## config.mk

```make
export PLATFORM = sky130hd
export DESIGN_NAME = lsu
export DESIGN_NICKNAME = d
export VERILOG_FILES = /design/src/rtl/lsu.sv
export SDC_FILE = /design/constraint.sdc
export NUM_CORES = 1
export LEC_CHECK = 0
export BUFFER_PORTS_ARGS = -buffer_cell sky130_fd_sc_hd__buf_4
export CAP_MARGIN = 15
export CORE_MARGIN = 3
export CORE_UTILIZATION = 41
export DETAILED_ROUTE_END_ITERATION = 12
export GPL_ROUTABILITY_DRIVEN = 0
export PLACE_DENSITY = 0.75
export SLEW_MARGIN = 20
export SYNTH_ARGS = -nofsm -noshare
export SYNTH_HDL_FRONTEND = slang
export SYNTH_SLANG_ARGS = --single-unit
export TNS_END_PERCENT = 50
```

## constraint.sdc

```tcl
create_clock -name clk -period 3.3 [get_ports clk]
set_clock_uncertainty 0.05 [all_clocks]
set_input_delay 0.825 -clock clk [delete_from_list [all_inputs] [get_ports clk]]
set_output_delay 0.825 -clock clk [all_outputs]
set_load 0.01 [all_outputs]
```

## src/rtl/lsu.sv

```systemverilog
// Load/store unit: one memory op at a time, valid/addr_ok/data_ok handshake to the data port.
// Latency: accept N, data_req N+1, resp_valid N+2 (combined ok) or N+3 (separate ok); misaligned N+1.
// Backpressure: busy stalls the pipe from the accept cycle until RESP; data_req held until data_addr_ok.
module lsu (
   input  logic        clk,
   input  logic        rst,
   input  logic        req_valid,
   input  logic [4:0]  ld_op,
   input  logic [2:0]  st_op,
   input  logic [31:0] addr,
   input  logic [31:0] wdata,
   input  logic [4:0]  rd_addr,
   output logic        busy,
   output logic        data_req,
   output logic        data_wr,
   output logic [3:0]  data_wstrb,
   output logic [31:0] data_addr,
   output logic [31:0] data_wdata,
   input  logic        data_addr_ok,
   input  logic        data_data_ok,
   input  logic [31:0] data_rdata,
   output logic        resp_valid,
   output logic        rf_we,
   output logic [4:0]  rf_waddr,
   output logic [31:0] rf_wdata,
   output logic        adel,
   output logic        ades
);

   typedef enum logic [1:0] {S_IDLE, S_REQ, S_WAIT, S_RESP} state_t;

   state_t      state_q;
   logic [4:0]  ld_op_q;      // {lb, lbu, lh, lhu, lw}; all-zero means store
   logic [1:0]  addr_lo_q;
   logic [4:0]  rd_q;
   logic        data_req_q, data_wr_q;
   logic [3:0]  data_wstrb_q;
   logic [31:0] data_addr_q, data_wdata_q;
   logic        resp_valid_q, rf_we_q, adel_q, ades_q;
   logic [4:0]  rf_waddr_q;
   logic [31:0] rf_wdata_q;

   logic        accept, is_ld_in, misalign_in, load_q;
   logic [3:0]  data_wstrb_d;
   logic [31:0] data_wdata_d, rf_wdata_d;
   logic [7:0]  byte_sel;
   logic [15:0] half_sel;

   // Accept decode, alignment check and store lane formatting from the EX-stage inputs
   always_comb begin
      accept       = (state_q == S_IDLE) && req_valid && ((|ld_op) || (|st_op));
      is_ld_in     = |ld_op;
      data_wstrb_d = 4'b0000;
      data_wdata_d = 32'h0;
      if (is_ld_in) begin
         misalign_in = ((ld_op[2] | ld_op[1]) & addr[0]) | (ld_op[0] & (|addr[1:0]));
      end else begin
         misalign_in = (st_op[1] & addr[0]) | (st_op[0] & (|addr[1:0]));
         if (st_op[2]) begin
            data_wstrb_d = 4'b0001 << addr[1:0];
            data_wdata_d = {4{wdata[7:0]}};
         end else if (st_op[1]) begin
            data_wstrb_d = addr[1] ? 4'b1100 : 4'b0011;
            data_wdata_d = {2{wdata[15:0]}};
         end else begin
            data_wstrb_d = 4'b1111;
            data_wdata_d = wdata;
         end
      end
   end

   // Load extraction from the returned word using the latched op and byte offset
   always_comb begin
      load_q   = |ld_op_q;
      byte_sel = data_rdata[{addr_lo_q, 3'b000} +: 8];
      half_sel = addr_lo_q[1] ? data_rdata[31:16] : data_rdata[15:0];
      if (ld_op_q[4])      rf_wdata_d = {{24{byte_sel[7]}}, byte_sel};
      else if (ld_op_q[3]) rf_wdata_d = {24'h0, byte_sel};
      else if (ld_op_q[2]) rf_wdata_d = {{16{half_sel[15]}}, half_sel};
      else if (ld_op_q[1]) rf_wdata_d = {16'h0, half_sel};
      else if (ld_op_q[0]) rf_wdata_d = data_rdata;
      else                 rf_wdata_d = 32'h0;
   end

   // Stall while a request is outstanding, including the cycle an op is accepted
   always_comb begin
      busy = (state_q == S_REQ) || (state_q == S_WAIT) || accept;
   end

   // Transaction FSM with latched op fields and registered port outputs
   always_ff @(posedge clk) begin
      if (rst) begin
         state_q      <= S_IDLE;
         ld_op_q      <= 5'h0;
         addr_lo_q    <= 2'h0;
         rd_q         <= 5'h0;
         data_req_q   <= 1'b0;
         data_wr_q    <= 1'b0;
         data_wstrb_q <= 4'h0;
         data_addr_q  <= 32'h0;
         data_wdata_q <= 32'h0;
         resp_valid_q <= 1'b0;
         rf_we_q      <= 1'b0;
         rf_waddr_q   <= 5'h0;
         rf_wdata_q   <= 32'h0;
         adel_q       <= 1'b0;
         ades_q       <= 1'b0;
      end else begin
         case (state_q)
            S_IDLE: begin
               if (accept) begin
                  ld_op_q   <= ld_op;
                  addr_lo_q <= addr[1:0];
                  rd_q      <= rd_addr;
                  if (misalign_in) begin
                     // No memory traffic; report the fault straight away
                     state_q      <= S_RESP;
                     resp_valid_q <= 1'b1;
                     adel_q       <= is_ld_in;
                     ades_q       <= ~is_ld_in;
                     rf_waddr_q   <= rd_addr;
                  end else begin
                     state_q      <= S_REQ;
                     data_req_q   <= 1'b1;
                     data_wr_q    <= ~is_ld_in;
                     data_wstrb_q <= data_wstrb_d;
                     data_addr_q  <= {addr[31:2], 2'b00};
                     data_wdata_q <= data_wdata_d;
                  end
               end
            end
            S_REQ: begin
               if (data_addr_ok) begin
                  data_req_q   <= 1'b0;
                  data_wr_q    <= 1'b0;
                  data_wstrb_q <= 4'h0;
                  data_addr_q  <= 32'h0;
                  data_wdata_q <= 32'h0;
                  if (data_data_ok) begin
                     state_q      <= S_RESP;
                     resp_valid_q <= 1'b1;
                     rf_we_q      <= load_q && (rd_q != 5'h0);
                     rf_waddr_q   <= rd_q;
                     rf_wdata_q   <= rf_wdata_d;
                  end else begin
                     state_q <= S_WAIT;
                  end
               end
            end
            S_WAIT: begin
               if (data_data_ok) begin
                  state_q      <= S_RESP;
                  resp_valid_q <= 1'b1;
                  rf_we_q      <= load_q && (rd_q != 5'h0);
                  rf_waddr_q   <= rd_q;
                  rf_wdata_q   <= rf_wdata_d;
               end
            end
            default: begin
               // RESP lasts one cycle; new requests wait for IDLE
               state_q      <= S_IDLE;
               resp_valid_q <= 1'b0;
               rf_we_q      <= 1'b0;
               rf_waddr_q   <= 5'h0;
               rf_wdata_q   <= 32'h0;
               adel_q       <= 1'b0;
               ades_q       <= 1'b0;
            end
         endcase
      end
   end

   assign data_req   = data_req_q;
   assign data_wr    = data_wr_q;
   assign data_wstrb = data_wstrb_q;
   assign data_addr  = data_addr_q;
   assign data_wdata = data_wdata_q;
   assign resp_valid = resp_valid_q;
   assign rf_we      = rf_we_q;
   assign rf_waddr   = rf_waddr_q;
   assign rf_wdata   = rf_wdata_q;
   assign adel       = adel_q;
   assign ades       = ades_q;

endmodule

```

After elaboration in Yosys (flattened, before gate mapping)
Index checks and enable logic that the tools add are counted.

cells by class
  equal/unequal tests = 7
  shift-type cells = 2
  mux-type cells = 60
  bitwise operators = 10
  reduce and logical (&&, ||, !) cells = 20

operator list
  kind                                                               count
  32-bit 2-to-1 mux                                                  15
  32-bit case mux with 2 select lines                                2
  32-bit case mux with 3 select lines                                1
  32-bit by 6-bit indexed part select with 8-bit output              1
  4-bit 2-to-1 mux                                                   7
  5-bit 2-to-1 mux                                                   4
  1-bit 2-to-1 mux                                                   17
  16-bit 2-to-1 mux                                                  1
  5-bit case mux with 3 select lines                                 1
  2-bit != test, second input constant                               5
  5-bit OR reduction                                                 2
  3-bit AND reduction                                                3
  2-bit 2-to-1 mux                                                   4
  1-bit case mux with 2 select lines                                 4
  4-bit case mux with 2 select lines                                 1
  1-bit case mux with 3 select lines                                 2
  2-bit case mux with 3 select lines                                 1
  5-bit nonzero test                                                 1
  1-bit bitwise AND                                                  4
  2-bit AND reduction                                                2
  4-bit AND reduction                                                1
  2-bit OR reduction                                                 2
  1-bit by 2-bit left shift with 4-bit output, first input constant  1
  1-bit logical AND                                                  3
  other kinds (8)                                                    14

storage, ports and cells
  flip-flop bits (word level) = 125
  input port bits = 114
  output and inout port bits = 112
  word-level logic and storage cells = 114

Depth between registers and ports, before layout
  depth in word-level cells = 8
  mapped depth = 9
  depth with buffers taken out = 7

Least setup slack after synthesis
OpenSTA, ideal clock, no wires.

  path kind = input to output
  start = input port ld_op[0]
  end = output port busy
  arrival = 1840 ps
  required time = 2425 ps
  setup slack = 585 ps
  stages on the path = 4
  buffers on the path = 1
  cell sequence = nor3_1 > a31oi_1 > buf_2 > or2_2

on the way
  word-level cells in the longest chain between the ends = 4

ends and longest elaborated chain
  element             line  RTL
  start, declared     8     input logic [4:0] ld_op,
  5-bit OR reduction  51    accept = (state_q == S_IDLE) && req_valid && ((|ld_op) || (|st_op));
  1-bit logical OR    51
  1-bit logical AND   51
  1-bit logical OR    87    busy = (state_q == S_REQ) || (state_q == S_WAIT) || accept;
  end, declared       13    output logic busy,

No other way between the ends.

Worst setup path after layout
  start = register state_q[0]
  end = output port busy

on the way
  word-level cells in the longest chain between the ends = 4
  elaborated cells on any way between the ends = 7
  classes of those cells = eq/ne (2); reduce/logical (5)

ends and longest elaborated chain
  element                         line  RTL
  start, declared                 32    state_t state_q;
  start signal, assigned          93    state_q <= S_IDLE;
  start signal, assigned          117   state_q <= S_RESP;
  start signal, assigned          123   state_q <= S_REQ;
  2-bit zero test                 51
  1-bit logical AND (2 in a row)  51
  1-bit logical OR *              87

Every way passes the cells marked *; elsewhere a longest branch is shown, timed or not.

==> summary.md <==
| Metric | Value |
|---|---|
| Routed WL | `17,700 um` |
| Initial Util | `42.61%` |
| Ratio of cells with drive above 1 in the final layout | `33.61%` |
| WHS Endpoint | `rf_wdata[23]` |
| Synthesized flop and latch total | `123` |
| Row count | `41` |
| Cell area power density | `696.1 nW/um^2` |
| Worst-path fanout max | `14` |
| CP Data Required Time | `2.42 ns` |
| Cell Chain, Critical Path | `inv_1 -> ha_1 -> nand2_1 -> a31oi_2 -> or2_2 -> buf_4` |
| Crit path launch type | `flop` |
| Register area share after synthesis | `45.24%` |
| EDFF count, synth | `0` |
| Synth Cell Area | `5443 um^2` |
| First-pass GRT wire length | `27,410 um` |
| Worst slew margin | `41.65%` |
| Worst setup EP type | `output port` |
| Number of buffers and inverters on the critical path | `2` |
| Max Cap Viol | `0` |
| Die area | `14,690 um^2` |
| Worst-Margin Slew | `0.8685 ns` |
| Sum Neg Setup Slack | `0 ns` |
| Lkg Pwr | `3.312 nW` |
| CP delay by family, top | `adder cells` |
| Detailed placement HPWL | `12,970 um` |
| Io pins | `226` |
| Outcome | `finished, final reports clean` |
| Met1 GRT Util | `28.80%` |
| Area taken by flip-flops and latches | `2462 um^2` |
| Fillcell total | `1,066` |
| GR peak layer | `met2` |
| Hold_sp | `rf_wdata[23]` |
| Final setup fails | `0` |
| Worst-path clk slew | `0.05 ns` |
| CTS tree | `yes` |
| Synth async-reset ratio | `0%` |
| GRT overflow | `0` |
| Worst R2R Path Depth | `7` |
| Placed cell count | `974` |
| CP arrival | `1.96 ns` |
| Fin crit share | `86.01%` |
| Residual DRC | `0` |
| Peak Freq | `0.3523 GHz` |
| Initial antenna violation count | `0` |
| Worst r2r src | `state_q[0]` |
| Ys flop type | `dfxtp_1` |
| Post-route insts no fill | `1,005` |
| 1st-iter DRT viols | `372` |
| CP max-delay cell | `ha_1` |
| Synth Instances | `616` |
| Met3 GRT Util | `7.506%` |
| Largest net degree at the start of global routing | `47` |
| NumNets Final | `939` |
| DR WL/cell | `17.61 um` |
| RSZ-0062 raised after global routing | `no` |
| Clk root buf | `clkbuf_16` |
| Post-synth cell types | `55` |
| Post-route ant nets | `0` |
| H-tree levels | `4` |
| Slowest cell delay on critical path | `0.48 ns` |
| Multi-input gate area | `2759 um^2` |
| Worst setup path class | `reg2out` |
| Clock Latency Late Sink | `0.41 ns` |
| Worst Hold Class | `reg2reg` |
| Peak VDD IR | `359.3 uV` |
| Gr usage total | `23.54%` |
| Ys Warns | `0` |
| Number of slew-limit violations in the final report | `0` |
| Vias in the first global route | `5,383` |
| R2r setup slk | `0.69 ns` |
| Final hold violations | `0` |
| Crit path time final | `2.838 ns` |
| Met2 usage in global routing | `38.90%` |
| Die H | `121.2 um` |
| Clk sinks | `123` |
| Diode count | `0` |
| PortBufs | `223` |
| Vias/cell | `5.649` |
| Pre-antenna DRT Iters | `6` |
| Hold WS | `0.4021 ns` |
| Worst hold stages | `2` |
| Die width | `121.2 um` |
| R2r endpoint | `rf_wdata[0]` |
| Clk buf depth | `2` |
| Post-CTS sizing | `0` |
| Postcts setup bufs | `0` |
| CTS Buf Count | `17` |
| Hold Buf Count CTS | `0` |
| Syn avg cell area | `8.836 um^2` |
| Core area | `12,770 um^2` |
| Via count | `5,677` |
| Area Overhead vs Synth | `44.39%` |
[layout by cell type (no fill, tap or decap), drive strengths merged, types with 13 or more instances in the layout]
master   count
o21ai       75
nor2        38
clkbuf      21
a21oi       74
buf        237
nand4       31
nand2       43
dfxtp      123
o2bb2ai     28
mux2i       39
a221oi      13
[final cells by class]
| class | instances | share of cell area, % |
|---|---|---|
| Clock buffer | 21 | 6.114 |
| Clock inverter | 10 | 1.783 |
| Inverter | 6 | 0.2866 |
| Multi-Input combinational cell | 436 | 35.11 |
| Sequential cell | 123 | 31.33 |
| Tap cell | 172 | 2.738 |
| Timing Repair Buffer | 237 | 22.64 |
[registers in the layout, indices dropped and copies added (netlist names)]
register / cells
addr_lo_q: 2
adel: 1
ades: 1
data_addr: 30
data_req: 1
data_wdata: 32
data_wr: 1
data_wstrb: 4
ld_op_q: 5
rd_q: 5
resp_valid: 1
rf_waddr: 5
rf_wdata: 32
rf_we: 1
state_q: 2
[metal layers]
metal / up-vias / part of all wire [%]
met1: 2653 / 40
met3: 27 / 8.4
li1: 2710 / -
met4: 0 / 1.6
met5: - / 0
met2: 287 / 50
[metrics by stage]
step                setup slack [ns]  utilization (%)  total power [W]  cell area (um^2)
finish                        0.4615            61.52         0.005470              7859
global route                  0.3140            61.52         0.005769              7859
CTS                           0.4558            61.49         0.005481              7855
detailed placement            0.5030            56.64         0.003557              7234
global placement              0.5128            56.64         0.003494              7234
floorplan                     0.5845                -         0.002912              5446
[cells in the mapped netlist, types with 2 or more instances]
master,number,area share (%)
buf_2,10,0.92
o21a_1,2,0.28
o21ai_1,12,1.1
inv_1,6,0.41
a2111oi_0,2,0.32
dfxtp_1,123,45
o21bai_1,2,0.28
and3_1,4,0.46
a221oi_1,13,2.1
nor3b_1,2,0.28
ha_1,4,0.92
nand2b_1,5,0.57
a21o_1,4,0.55
or4_1,8,1.1
a22o_1,8,1.3
mux2i_1,39,7.2
a2bb2oi_1,5,0.80
buf_4,2,0.28
o2bb2ai_1,28,4.5
a31oi_1,3,0.34
nand4_1,31,3.6
nand3_1,5,0.46
or2_2,2,0.23
nor2_1,38,2.6
o21ai_0,63,5.8
nor3_1,7,0.64
a21oi_1,72,6.6
a22oi_1,5,0.69
buf_1,4,0.28
o211ai_1,3,0.41
nor2b_1,3,0.34
nand2_1,43,3.0
clkbuf_1,36,2.5
[kinds of logic after synthesis]
family	synth area share, %
mux	7.586
buf+inv	4.368
simple gates	14.51
compound gates	27.31
other cells	0.06890
fa+ha+maj	0.9196
flops	45.24
[worst max path at each step]
stage,start,to,slack (ns),depth (start not counted)
detailed placement,st_op[1],busy,0.50,5
CTS,state_q[1],busy,0.46,6
finish,state_q[0],busy,0.46,6
global placement,st_op[1],busy,0.51,5
global route,state_q[1],busy,0.31,6
floorplan,ld_op[0],busy,0.58,4
[worst reg2reg max path, delay by kind of cell, from the launching register on]
family | cells | cell delay (ns)
simple gates | 4 | 0.97
compound gates | 1 | 0.49
fa+ha+maj | 1 | 0.48
flops | 1 | 0.39
buf+inv | 1 | 0.09
[report_power, final]
part	leakage (nW)	internal (W)	switching [W]	total [W]
combinational	2.03	0.000697	0.00111	0.00181
sequential	0.996	0.00164	0.000104	0.00174
clock	0.285	0.00126	0.000654	0.00191
total	3.31	0.00360	0.00187	0.00547
(Power assumes the default switching activity.)
